`src/rtl/lcd_pkg.sv`:
```
// Shared types and constants for the LCD picture streaming path.
package lcd_pkg;

  typedef enum logic [2:0] {
    IDLE,
    CASET,
    PASET,
    RAMWR,
    PIXEL,
    DONE
  } lcd_state_e;

  localparam logic [7:0] CMD_CASET = 8'h2A;
  localparam logic [7:0] CMD_PASET = 8'h2B;
  localparam logic [7:0] CMD_RAMWR = 8'h2C;

  // RGB565 colours
  localparam logic [15:0] COLOR_BLACK = 16'h0000;
  localparam logic [15:0] COLOR_WHITE = 16'hFFFF;
  localparam logic [15:0] COLOR_RED   = 16'hF800;
  localparam logic [15:0] COLOR_GREEN = 16'h07E0;
  localparam logic [15:0] COLOR_BLUE  = 16'h001F;

  // Word idx of a 5-word address-window sequence: cmd, start hi/lo, end hi/lo.
  function automatic logic [8:0] win_word(input logic [7:0]  cmd,
                                          input logic [15:0] first,
                                          input logic [15:0] last,
                                          input logic [2:0]  idx);
    logic [8:0] w;
    w = 9'h000;
    case (idx)
      3'd0:    w = {1'b0, cmd};
      3'd1:    w = {1'b0, first[15:8]};
      3'd2:    w = {1'b0, first[7:0]};
      3'd3:    w = {1'b0, last[15:8]};
      3'd4:    w = {1'b0, last[7:0]};
      default: w = 9'h000;
    endcase
    return w;
  endfunction

endpackage

```
`src/rtl/lcd_byte_fifo.sv`:
```
// Receive byte buffer: a holding register when DEPTH is 1, otherwise a ring FIFO.
// First-word-fall-through: dout is valid whenever empty is low.
module lcd_byte_fifo #(
  parameter int unsigned DEPTH = 16
) (
  input  logic       sys_clk,
  input  logic       sys_rst_n,
  input  logic       push,
  input  logic       pop,
  input  logic [7:0] din,
  output logic [7:0] dout,
  output logic       full,
  output logic       empty
);

  if (DEPTH == 1) begin : g_hold
    logic [7:0] hold_q;
    logic       vld_q;

    always_ff @(posedge sys_clk or negedge sys_rst_n) begin
      if (!sys_rst_n) begin
        hold_q <= 8'h00;
        vld_q  <= 1'b0;
      end else begin
        if (push && (!vld_q || pop)) begin
          hold_q <= din;
          vld_q  <= 1'b1;
        end else if (pop) begin
          vld_q  <= 1'b0;
        end
      end
    end

    assign dout  = hold_q;
    assign full  = vld_q;
    assign empty = !vld_q;
  end else begin : g_ring
    localparam int unsigned AW = $clog2(DEPTH);

    logic [7:0]  mem [DEPTH];
    logic [AW-1:0] wptr_q, rptr_q;
    logic [AW:0]   cnt_q;
    logic          do_push, do_pop;

    assign empty   = (cnt_q == '0);
    assign full    = (cnt_q == (AW+1)'(DEPTH));
    assign do_pop  = pop && !empty;
    // A push into a full buffer is legal when the same cycle frees a slot.
    assign do_push = push && (!full || do_pop);
    assign dout    = mem[rptr_q];

    always_ff @(posedge sys_clk) begin
      if (do_push) mem[wptr_q] <= din;
    end

    always_ff @(posedge sys_clk or negedge sys_rst_n) begin
      if (!sys_rst_n) begin
        wptr_q <= '0;
        rptr_q <= '0;
        cnt_q  <= '0;
      end else begin
        if (do_push) wptr_q <= (wptr_q == AW'(DEPTH-1)) ? '0 : wptr_q + 1'b1;
        if (do_pop)  rptr_q <= (rptr_q == AW'(DEPTH-1)) ? '0 : rptr_q + 1'b1;
        case ({do_push, do_pop})
          2'b10:   cnt_q <= cnt_q + 1'b1;
          2'b01:   cnt_q <= cnt_q - 1'b1;
          default: cnt_q <= cnt_q;
        endcase
      end
    end
  end

endmodule

```
`src/rtl/lcd_stream_pic.sv`:
```
// Streams received pixel bytes into an LCD window (CASET/PASET/RAMWR then pixel data).
// Define LCD_STREAM_FIFO_EN for a 16-entry receive FIFO; otherwise a single-byte holding register.
module lcd_stream_pic
  import lcd_pkg::*;
#(
  parameter int unsigned WIN_W    = 240,
  parameter int unsigned WIN_H    = 320,
  parameter int unsigned X0       = 0,
  parameter int unsigned Y0       = 0,
  parameter int unsigned HI_FIRST = 1
) (
  input  logic       sys_clk,
  input  logic       sys_rst_n,
  input  logic       init_done,
  input  logic       wr_done,
  input  logic       recv_flag,
  input  logic [7:0] recv_data,
  output logic [8:0] show_pic_data,
  output logic       en_write_show_pic,
  output logic       show_pic_done,
  output logic       rx_overflow
);

`ifdef LCD_STREAM_FIFO_EN
  localparam int unsigned BUF_DEPTH = 16;
`else
  localparam int unsigned BUF_DEPTH = 1;
`endif

  localparam logic [15:0] XS       = 16'(X0);
  localparam logic [15:0] XE       = 16'(X0 + WIN_W - 1);
  localparam logic [15:0] YS       = 16'(Y0);
  localparam logic [15:0] YE       = 16'(Y0 + WIN_H - 1);
  localparam logic [8:0]  COL_LAST = 9'(WIN_W - 1);
  localparam logic [8:0]  ROW_LAST = 9'(WIN_H - 1);
  localparam logic        HI_BIT   = (HI_FIRST != 0);

  lcd_state_e state;
  logic       busy;
  logic [2:0] widx;
  logic [8:0] col_cnt, row_cnt;
  logic       byte_cnt;

  logic       buf_push, buf_pop, buf_full, buf_empty;
  logic [7:0] buf_dout;
  logic       lo_half, is_second;

  assign buf_pop  = (state == PIXEL) && !busy && !buf_empty;
  assign buf_push = recv_flag && (!buf_full || buf_pop);

  // lo_half marks the low byte of the pixel on the bus; the closing byte is the later one.
  assign lo_half   = byte_cnt ^ ~HI_BIT;
  assign is_second = HI_BIT ? lo_half : ~lo_half;

  lcd_byte_fifo #(
    .DEPTH(BUF_DEPTH)
  ) u_rx_buf (
    .sys_clk  (sys_clk),
    .sys_rst_n(sys_rst_n),
    .push     (buf_push),
    .pop      (buf_pop),
    .din      (recv_data),
    .dout     (buf_dout),
    .full     (buf_full),
    .empty    (buf_empty)
  );

  always_ff @(posedge sys_clk or negedge sys_rst_n) begin
    if (!sys_rst_n) begin
      state             <= IDLE;
      busy              <= 1'b0;
      widx              <= 3'd0;
      col_cnt           <= 9'd0;
      row_cnt           <= 9'd0;
      byte_cnt          <= 1'b0;
      show_pic_data     <= 9'h000;
      en_write_show_pic <= 1'b0;
      show_pic_done     <= 1'b0;
      rx_overflow       <= 1'b0;
    end else begin
      en_write_show_pic <= 1'b0;
      show_pic_done     <= 1'b0;
      unique case (state)
        IDLE: begin
          if (init_done) begin
            state       <= CASET;
            widx        <= 3'd0;
            rx_overflow <= 1'b0;
          end
        end
        CASET, PASET: begin
          if (!busy) begin
            show_pic_data     <= (state == CASET) ? win_word(CMD_CASET, XS, XE, widx)
                                                  : win_word(CMD_PASET, YS, YE, widx);
            en_write_show_pic <= 1'b1;
            busy              <= 1'b1;
          end else if (wr_done) begin
            busy <= 1'b0;
            if (widx == 3'd4) begin
              widx  <= 3'd0;
              state <= (state == CASET) ? PASET : RAMWR;
            end else begin
              widx <= widx + 3'd1;
            end
          end
        end
        RAMWR: begin
          if (!busy) begin
            show_pic_data     <= {1'b0, CMD_RAMWR};
            en_write_show_pic <= 1'b1;
            busy              <= 1'b1;
          end else if (wr_done) begin
            busy  <= 1'b0;
            state <= PIXEL;
          end
        end
        PIXEL: begin
          if (buf_pop) begin
            show_pic_data     <= {1'b1, buf_dout};
            en_write_show_pic <= 1'b1;
            busy              <= 1'b1;
          end else if (busy && wr_done) begin
            busy     <= 1'b0;
            byte_cnt <= ~byte_cnt;
            if (is_second) begin
              if (col_cnt == COL_LAST) begin
                col_cnt <= 9'd0;
                if (row_cnt == ROW_LAST) begin
                  row_cnt       <= 9'd0;
                  byte_cnt      <= 1'b0;
                  state         <= DONE;
                  show_pic_done <= 1'b1;
                end else begin
                  row_cnt <= row_cnt + 9'd1;
                end
              end else begin
                col_cnt <= col_cnt + 9'd1;
              end
            end
          end
        end
        DONE: state <= IDLE;
        default: state <= IDLE;
      endcase
      // Lost byte: buffer full and no pop freeing a slot this cycle.
      if (recv_flag && buf_full && !buf_pop) rx_overflow <= 1'b1;
    end
  end

endmodule

```
`config.mk`:
```
export PLATFORM = sky130hd
export DESIGN_NAME = lcd_stream_pic
export DESIGN_NICKNAME = d
export VERILOG_FILES = /design/src/rtl/lcd_pkg.sv /design/src/rtl/lcd_byte_fifo.sv /design/src/rtl/lcd_stream_pic.sv
export SDC_FILE = /design/constraint.sdc
export NUM_CORES = 1
export LEC_CHECK = 0
export ABC_AREA = 0
export CAP_MARGIN = 5
export CORE_UTILIZATION = 51
export DETAILED_ROUTE_END_ITERATION = 6
export GPL_TIMING_DRIVEN = 0
export HOLD_SLACK_MARGIN = 0.1
export PLACE_DENSITY = 0.73
export SLEW_MARGIN = 0
export SYNTH_ARGS = -nofsm -noshare
export SYNTH_HDL_FRONTEND = slang
export SYNTH_SLANG_ARGS = --single-unit
```
`constraint.sdc`:
```
create_clock -name sys_clk -period 5.4 [get_ports sys_clk]
set_clock_uncertainty 0.05 [all_clocks]
set_input_delay 1.35 -clock sys_clk [delete_from_list [all_inputs] [get_ports sys_clk]]
set_output_delay 1.35 -clock sys_clk [all_outputs]
set_load 0.005 [all_outputs]
```
# Word-level counts from Yosys, hierarchy flattened
# Index checks and enable logic that the tools add are counted.
[totals] regBits=47 input_bits=13 output_inout_bits=12 wordCells=118
[op_classes] addsub=3 n_eq_ne=23 mux=49 bitwise_logic=2 reduce_logical=29
[ops] op="$mux 9" count=6
[ops] op="$mux 3" count=15
[ops] op="$pmux 9 s3" count=1
[ops] op="$ne 2x2->1 const B" count=11
[ops] op="$mux 1" count=21
[ops] op="$add 9x1->9 const B" count=2
[ops] op="$pmux 6 s3" count=1
[ops] op="$pmux 8 s2" count=1
[ops] op="$pmux 3 s4" count=1
[ops] op="$reduce_and 4->1" count=3
[ops] op="$reduce_and 11->1" count=1
[ops] op="$reduce_bool 2->1" count=5
[ops] op="$eq 3x2->1 const B" count=3
[ops] op="$eq 9x8->1 const B" count=1
[ops] op="$eq 9x9->1 const B" count=1
[ops] op="$logic_and 1x1->1" count=7
[ops] op="$eq 3x3->1 const B" count=2
[ops] op="$logic_not 3->1" count=2
[ops] op="$ne 2x1->1 const B" count=3
[ops] op="$pmux 3 s2" count=1
[ops] op="$reduce_and 5->1" count=1
[ops] op="$pmux 1 s2" count=2
[ops] op="$reduce_and 2->1" count=2
[ops] op="$add 3x1->3 const B" count=1
[ops] op="other kinds (9)" count=12

# Logic depth before layout (Yosys ltp)
# Gate-level depths: netlist (run 1).
[depth] word_depth=7 depth_mapped=6 depth_no_buf=6

# Cells and area by module
# Synthesis (run 1) repeated with hierarchy kept, for this count alone.
[unflattened] cells_unflattened=246 area_unflattened_um2=2469.9
[by_module_without_submodules] mod="lcd_stream_pic" n_inst=1 cells_each=225 area_per_inst_um2=2088.3 seq_area_each_um2=950.9
[by_module_without_submodules] mod="lcd_byte_fifo" n_inst=1 cells_each=21 area_per_inst_um2=381.6 seq_area_each_um2=225.2

# Worst setup path before layout (run 1)
# Ideal clock, no wire load.
[synth_path] path_kind="in2reg" from="in wr_done" to="reg col_cnt[7]" setup_time_ns=0.134 arrival_ns=2.634 required_time_ns=5.216 slack_ns=2.582 cell_stages=6 n_path_buf=2 cell_sequence="clkbuf_1 > nand3_1 > or4_4 > buf_6 > o311ai_2 > o41ai_1"
[synth_via] elab_chain_len=2
[synth_rtl] element="start, declared" line="lcd_stream_pic.sv:15" source="input logic wr_done,"
[synth_rtl] element="$logic_and 1x1->1" line="lcd_stream_pic.sv:122" source="end else if (busy && wr_done) begin"
[synth_rtl] element="$reduce_and 4->1 (no source line)"
[synth_rtl] element="end signal, assigned" line="lcd_stream_pic.sv:137" source="col_cnt <= col_cnt + 9'd1;"
[synth_rtl] element="end, declared" line="lcd_stream_pic.sv:41" source="logic [8:0] col_cnt, row_cnt;"
# No other way between the ends.
# A chain may end at the register's enable or synchronous reset.

# Worst setup path in the final report (run 1)
[layout_path] from="in wr_done" to="reg row_cnt[5]"
[layout_via] elab_chain_len=2
[layout_rtl] element="$logic_and 1x1->1" line="lcd_stream_pic.sv:122"
[layout_rtl] element="$reduce_and 5->1 (no source line)"
[layout_rtl] element="end signal, assigned" line="lcd_stream_pic.sv:134" source="row_cnt <= row_cnt + 9'd1;"
[layout_rtl] element="end, declared" line="lcd_stream_pic.sv:41"
# No other way between the ends.

==> results of run 1 <==
logic make-up after synthesis:
logic type	count (synthesis)	share of synthesized area
simple gates	83	0.199
compound gates	50	0.137
flops	47	0.488
buf+inv	23	0.0416
mux	16	0.0758
xor+xnor	9	0.0327
fa+ha+maj	5	0.0260
final cells by class:
cell class / instances / area (sq um)
buffer: 9 / 47.5
clock buffer: 5 / 68.8
clock inverter: 3 / 46.3
fill: 390 / 1610
inverter: 14 / 52.6
multi-input combinational: 163 / 1130
sequential: 47 / 1180
tap: 52 / 65.1
timing repair buffer: 24 / 245
through the flow:
| stage | worst slack [ps] | std cells | instance area [sq um] | power [W] | utilization |
|---|---|---|---|---|---|
| 6_report | 2660 | 317 | 2830 | 0.00106 | 0.638 |
| 3_5_place_dp | 2340 | 309 | 2720 | 0.000802 | 0.612 |
| 3_3_place_gp | 1580 | 308 | 2700 | 0.000795 | 0.608 |
| 5_1_grt | 2500 | 317 | 2830 | 0.00112 | 0.638 |
| 4_1_cts | 2670 | 317 | 2830 | 0.00107 | 0.638 |
| 2_1_floorplan | 2580 | 233 | 2410 | 0.000670 | - |
per-layer routing:
metal	GRT usage	part of all wire
met1	0.315	0.52
met2	0.306	0.45
met3	0.0342	0.029
met4	0.0600	0.0078
met5	0	0
Yosys cell counts, types with 2 or more instances:
| master | count | share of area |
|---|---|---|
| nor3_1 | 3 | 0.0062 |
| o31ai_1 | 4 | 0.012 |
| nor2b_1 | 4 | 0.010 |
| nand3b_1 | 4 | 0.012 |
| nand2b_1 | 2 | 0.0052 |
| o211ai_1 | 2 | 0.0062 |
| and3_1 | 4 | 0.010 |
| buf_2 | 2 | 0.0042 |
| nand4_1 | 4 | 0.010 |
| dfrtp_1 | 47 | 0.49 |
| nand4b_1 | 3 | 0.011 |
| xor2_1 | 2 | 0.0073 |
| clkbuf_1 | 5 | 0.0078 |
| nand2_1 | 18 | 0.028 |
| a221o_1 | 3 | 0.012 |
| ha_1 | 5 | 0.026 |
| or2_2 | 2 | 0.0052 |
| xnor2_1 | 7 | 0.025 |
| a21oi_1 | 11 | 0.023 |
| nor4_1 | 2 | 0.0052 |
| inv_1 | 14 | 0.022 |
| o21ai_0 | 17 | 0.035 |
| mux2_2 | 14 | 0.065 |
| a211oi_1 | 3 | 0.0093 |
| nor2_1 | 13 | 0.020 |
| nand3_1 | 14 | 0.029 |
sequential cells by signal (all words and copies together), names as in the netlist:
register / flops
widx: 3
col_cnt: 9
byte_cnt: 1
show_pic_done: 1
en_write_show_pic: 1
row_cnt: 9
state: 3
show_pic_data: 9
u_rx_buf.dout: 8
busy: 1
u_rx_buf.full: 1
rx_overflow: 1
path summary, 6_finish.rpt:
kind | to | from | depth (start not counted) | slack [ps]
setup / recovery | row_cnt[5]$_DFFE_PN0P_ | wr_done | 6 | 2660
hold / removal | col_cnt[8]$_DFFE_PN0P_ | col_cnt[8]$_DFFE_PN0P_ | 1 | 420
setup reg to reg | col_cnt[8]$_DFFE_PN0P_ | state[1]$_DFFE_PN0P_ | 5 | 3190
hold reg to reg | col_cnt[8]$_DFFE_PN0P_ | col_cnt[8]$_DFFE_PN0P_ | 1 | 420
max in group asynchronous | state[0]$_DFFE_PN0P_ | sys_rst_n | 2 | 3840
min in group asynchronous | u_rx_buf.dout[0]$_DFFE_PN0P_ | sys_rst_n | 1 | 960
where the power goes:
group,internal [W],switching [W],leakage [nW]
Sequential,0.000440,0.0000584,0.580
Clock,0.000140,0.000126,0.0548
Combinational,0.000162,0.000135,0.585
Total,0.000741,0.000320,1.22
worst max-delay path: cells and delay by family:
| family | cells | cell delay, ps |
|---|---|---|
| buf+inv | 2 | 450 |
| compound gates | 2 | 210 |
| simple gates | 2 | 860 |
layout by cell type (no fill, tap or decap), types with 2 or more instances in the layout:
cell             netlist  final
dfrtp_1               47     47
clkdlybuf4s50_1        0     22
nand2_1               18     18
o21ai_0               17     17
inv_1                 14     14
nand3_1               14     14
mux2_2                14     14
nor2_1                13     13
a21oi_1               11     11
xnor2_1                7      7
clkbuf_1               5      5
ha_1                   5      5
clkbuf_8               0      5
nor2b_1                4      4
and3_1                 4      4
nand3b_1               4      4
o31ai_1                4      4
nand4_1                4      4
nand4b_1               3      3
buf_2                  2      3
a211oi_1               3      3
nor3_1                 3      3
a221o_1                3      3
or2_2                  2      2
nand2b_1               2      2
xor2_1                 2      2
nor4_1                 2      2
o211ai_1               2      2
==> impl_metrics.toml, run 1 <==
[status]
status = "finished, violations left"
failed_checks = "DRC"

[critical_path]
path_cells = "clkbuf_1 > nand3_1 > or4_4 > buf_6 > a21oi_1 > o21ai_0"
worstPathRequired_ps = 5540
cp-start-kind = "input port"
cp_slowest_cell = "or4_4"
worst_setup_path_end_kind = "register"
worstPathMaxFanout = 10
critPathMaxStageDelay_ps = 580
arrival_ps = 2880
worstSetupPathType = "input port to register"

[synth]
ys_seq_area_frac = 0.488
synthCells = 233
ys_async_sr_fraction = 1.00
ys_ff_latch = 47
synth.distinct_cells = 50
synth.cell_area_sq_um = 2410
synth_fp_nets = 251
ys.warnings.count = 0
synth_edf_count = 0
synth_flop_cell = "dfrtp_1"
synth_area_per_cell_sq_um = 10.3

[layout]
area_growth_pct = 17.7
antenna_cells = 0
fin_nets = 282
drive_above_1_share = 0.136

[clock_network]
postCtsSetupBuffers = 0
cts.repair.resized = 0
clock_path_buffers = 2
numCtsBuffers = 5
clkLatencyLatePin_ps = 300
cts_tree = "done"
clockRootBuffer = "clkbuf_8"
htree_levels = 2
cts_sinks = 47
clk_pin_slew_ps = 90
ctsHoldBuffers = 0

[sta]
hold_ws_ps = 422
fmax_mhz = 365
fin_crit_sh = 0.507
finalMaxSlewViolations = 0
relSlewSlack = 0.606
hold_viol = 0
setup_viol = 0
rsz0062_at_grt = "false"
fin_tns_setup_ps = 0
period_minus_slack_ps = 2740
tightest_slew_ps = 589

[detailed_routing]
wirelength_microns = 4650
viasPerCell = 5.83
ant_nets = 0
wl_per_cell_microns = 14.7
drt_iter0_markers = 107
drc_errors = 2
vias = 1849
drt_pass1_iterations = 6

[floorplan]
start_util = 0.542
num_rows = 24
die-area_sq_um = 5000
die_w_microns = 70.7
core_area_sq_um = 4440
io_pins = 25
die_y_microns = 70.7

[run]
drv_cap = 0

[pwr]
peakVddDrop_uv = 277
powerDensity_nw_per_um2 = 374
p_leak_nw = 1.22

[global_routing]
antenna_found_initial = 0
grt_max_degree = 26
grtUsageTotal = 0.207
grt_pass1_wl_microns = 8210
grt_pass1_vias = 1777
gr-total-overflow = 0

[placed_design]
port_buffers = 23
dpl.hpwl_microns = 3310
globalplace.congestion = 0.770

[worst_hold_path]
hp-class = "register to register"
No activity file was read; power rests on OpenSTA's default activity.
==> inputs of run 2 (changes only) <==
==> constraint.sdc (replaced) <==
create_clock -name sys_clk -period 2.6 [get_ports sys_clk]
set_clock_uncertainty 0.05 [all_clocks]
set_input_delay 0.65 -clock sys_clk [delete_from_list [all_inputs] [get_ports sys_clk]]
set_output_delay 0.65 -clock sys_clk [all_outputs]
set_load 0.005 [all_outputs]
==> results of run 2 <==
The final DEF is identical to that of run 1. Status: finished, violations left: DRC.
Main changes from that run: setup slack after placement 2340 ps -> 237 ps; setup slack after layout 2660 ps -> 395 ps; hold slack 422 ps -> 256 ps; start point of the critical path wr_done -> state[1]$_DFFE_PN0P_; end point of the critical path row_cnt[5]$_DFFE_PN0P_ -> col_cnt[8]$_DFFE_PN0P_; register-to-register setup slack 3190 ps -> 390 ps; total power 0.00106 W -> 0.00220 W; worst IR drop on VDD 277 uV -> 574 uV
==> inputs of run 3 (changes only) <==
==> constraint.sdc (replaced) <==
create_clock -name sys_clk -period 2.3 [get_ports sys_clk]
set_clock_uncertainty 0.05 [all_clocks]
set_input_delay 0.575 -clock sys_clk [delete_from_list [all_inputs] [get_ports sys_clk]]
set_output_delay 0.575 -clock sys_clk [all_outputs]
set_load 0.005 [all_outputs]
==> run 3 against run 2 <==
Critical path depth is 1 higher. Register-to-register slack worse by 210 ps. The flow still finishes with violations (DRC). Critical endpoint is now row_cnt[5]$_DFFE_PN0P_. Power is 13% higher. Final cell count stayed put. Non-clock buffer count stayed put. First-iteration DRC count is 13% higher. Clock power is 13% higher. Global-route usage stayed put. Sequential share of layout area is 0.13 points lower. Worst setup slack worse by 210 ps. Hold slack worse by 74 ps. Via count is 0.54% higher.
==> impl_metrics.toml, run 3 (synthesis gave the netlist of run 1 again) <==
[global_routing]
grt_pass1_wl_microns = 8210
gr-total-overflow = 0
grtUsageTotal = 0.207
grt_pass1_vias = 1777
antenna_found_initial = 0
grt_max_degree = 26

[sta]
finalMaxSlewViolations = 0
tightest_slew_ps = 539
period_minus_slack_ps = 2110
fmax_mhz = 473
fin_ws_ps = 185
rsz0062_at_grt = "false"
relSlewSlack = 0.638
hold_viol = 0
setup_viol = 0
fin_tns_setup_ps = 0
fin_crit_sh = 0.919

[critical_path]
arrival_ps = 2250
rr_worst_depth = 6
worst_setup_path_end_kind = "register"
cp-start-kind = "register"
worstPathRequired_ps = 2440
worstSetupPathType = "register to register"
worstPathMaxFanout = 9
r2r_end = "row_cnt[5]$_DFFE_PN0P_"
rr_startpoint = "state[0]$_DFFE_PN0P_"
r2r_slack_ps = 190

[detailed_routing]
viasPerCell = 5.86
ant_nets = 0
drc_errors = 2
drt_iter0_markers = 121
vias = 1859
wl_per_cell_microns = 14.6
drt_pass1_iterations = 6
wirelength_microns = 4630

[layout]
area_growth_pct = 18.0
biggestRegsByFlops = "col_cnt: 9 flops, row_cnt: 9 flops, show_pic_data: 9 flops"
design_area_sq_um = 2840
drive_above_1_share = 0.140
fin_nets = 282
layout_common_cells = "dfrtp_1 (47), clkdlybuf4s50_1 (22), nand2_1 (17), o21ai_0 (17)"
final_common_cell = "dfrtp_1"
finish.utilization = 0.640
antenna_cells = 0
fill_cells = 387

[clock_network]
ctsHoldBuffers = 0
cts_tree = "done"
cts.repair.resized = 0
htree_levels = 2
numCtsBuffers = 5
clkLatencyLatePin_ps = 300
clk_pin_slew_ps = 90
cts_sinks = 47
clock_path_buffers = 2
clockRootBuffer = "clkbuf_8"
postCtsSetupBuffers = 0

[floorplan]
die-area_sq_um = 5000
core_area_sq_um = 4440
io_pins = 25
die_w_microns = 70.7
start_util = 0.542
num_rows = 24
die_y_microns = 70.7

[run]
drv_cap = 0

[pwr]
pwr-share-seq = 0.469
peakVddDrop_uv = 652
p_comb_frac = 0.281
p_leak_nw = 1.22
clkPwrFrac = 0.250
powerDensity_nw_per_um2 = 877
switching_share = 0.302
power.switching_w = 0.000752
intPower_w = 0.00174

[placed_design]
port_buffers = 23
globalplace.congestion = 0.770
placed_area_sq_um = 2720
dpl.hpwl_microns = 3310
post-place-ws_ps = 12.3

[status]
failed_checks = "DRC"
status = "finished, violations left"

[worst_hold_path]
hp-class = "input port to asynchronous set/reset pin"
run 3: cell counts in the layout (fill, tap and decap cells not counted):
No cell type changed its count.
run 3: worst max-delay path by stage:
| stage | cells past startpoint | to | from |
|---|---|---|---|
| after global routing | 5 | col_cnt[8]$_DFFE_PN0P_ | state[1]$_DFFE_PN0P_ |
| final | 6 | row_cnt[5]$_DFFE_PN0P_ | state[0]$_DFFE_PN0P_ |
| after CTS | 5 | col_cnt[8]$_DFFE_PN0P_ | state[1]$_DFFE_PN0P_ |
| after global placement | 1 | col_cnt[7]$_DFFE_PN0P_ | sys_rst_n |
| after floorplan | 6 | col_cnt[7]$_DFFE_PN0P_ | wr_done |
| after detailed placement | 6 | row_cnt[5]$_DFFE_PN0P_ | wr_done |
run 3: final cells by class:
cell class | count | area (sq um) | area share
clock inverters | 3 | 46.3 | 0.0163
clock buffers | 5 | 68.8 | 0.0242
inverters | 14 | 52.6 | 0.0185
repair buffers | 24 | 245 | 0.0863
plain buffers | 9 | 47.5 | 0.0167
well taps | 52 | 65.1 | 0.0229
flip-flops and latches | 47 | 1180 | 0.414
multi-input cells | 163 | 1140 | 0.401
run 3: critical path, stage by stage, from the launching register on:
cell and delay [ps]:
dfrtp_1 460, or3b_1 390, buf_2 190, or4_4 550, buf_6 150, a21oi_1 120, o21ai_0 90
run 3: power groups by stage:
stage	combinational (W)	sequential (W)	clock (W)
4_1_cts	0.000705	0.00117	0.000637
2_1_floorplan	0.000414	0.00116	0
3_3_place_gp	0.000683	0.00118	0
6_report	0.000700	0.00117	0.000623
5_1_grt	0.000779	0.00119	0.000662
3_5_place_dp	0.000701	0.00118	0
run 3: layer usage:
layer,GRT usage,up-vias,wire length (microns)
met5,0,-,0
met4,0.0600,0,56
met3,0.0342,4,181
met2,0.306,44,2030
met1,0.315,910,2350
li1,-,901,-
run 3: stage by stage:
step	std cells	power (W)	hold WS [ps]
finish	317	0.00249	182
global route	317	0.00263	226
CTS	317	0.00251	193
detailed placement	309	0.00188	407
global placement	308	0.00187	404
floorplan	233	0.00157	229
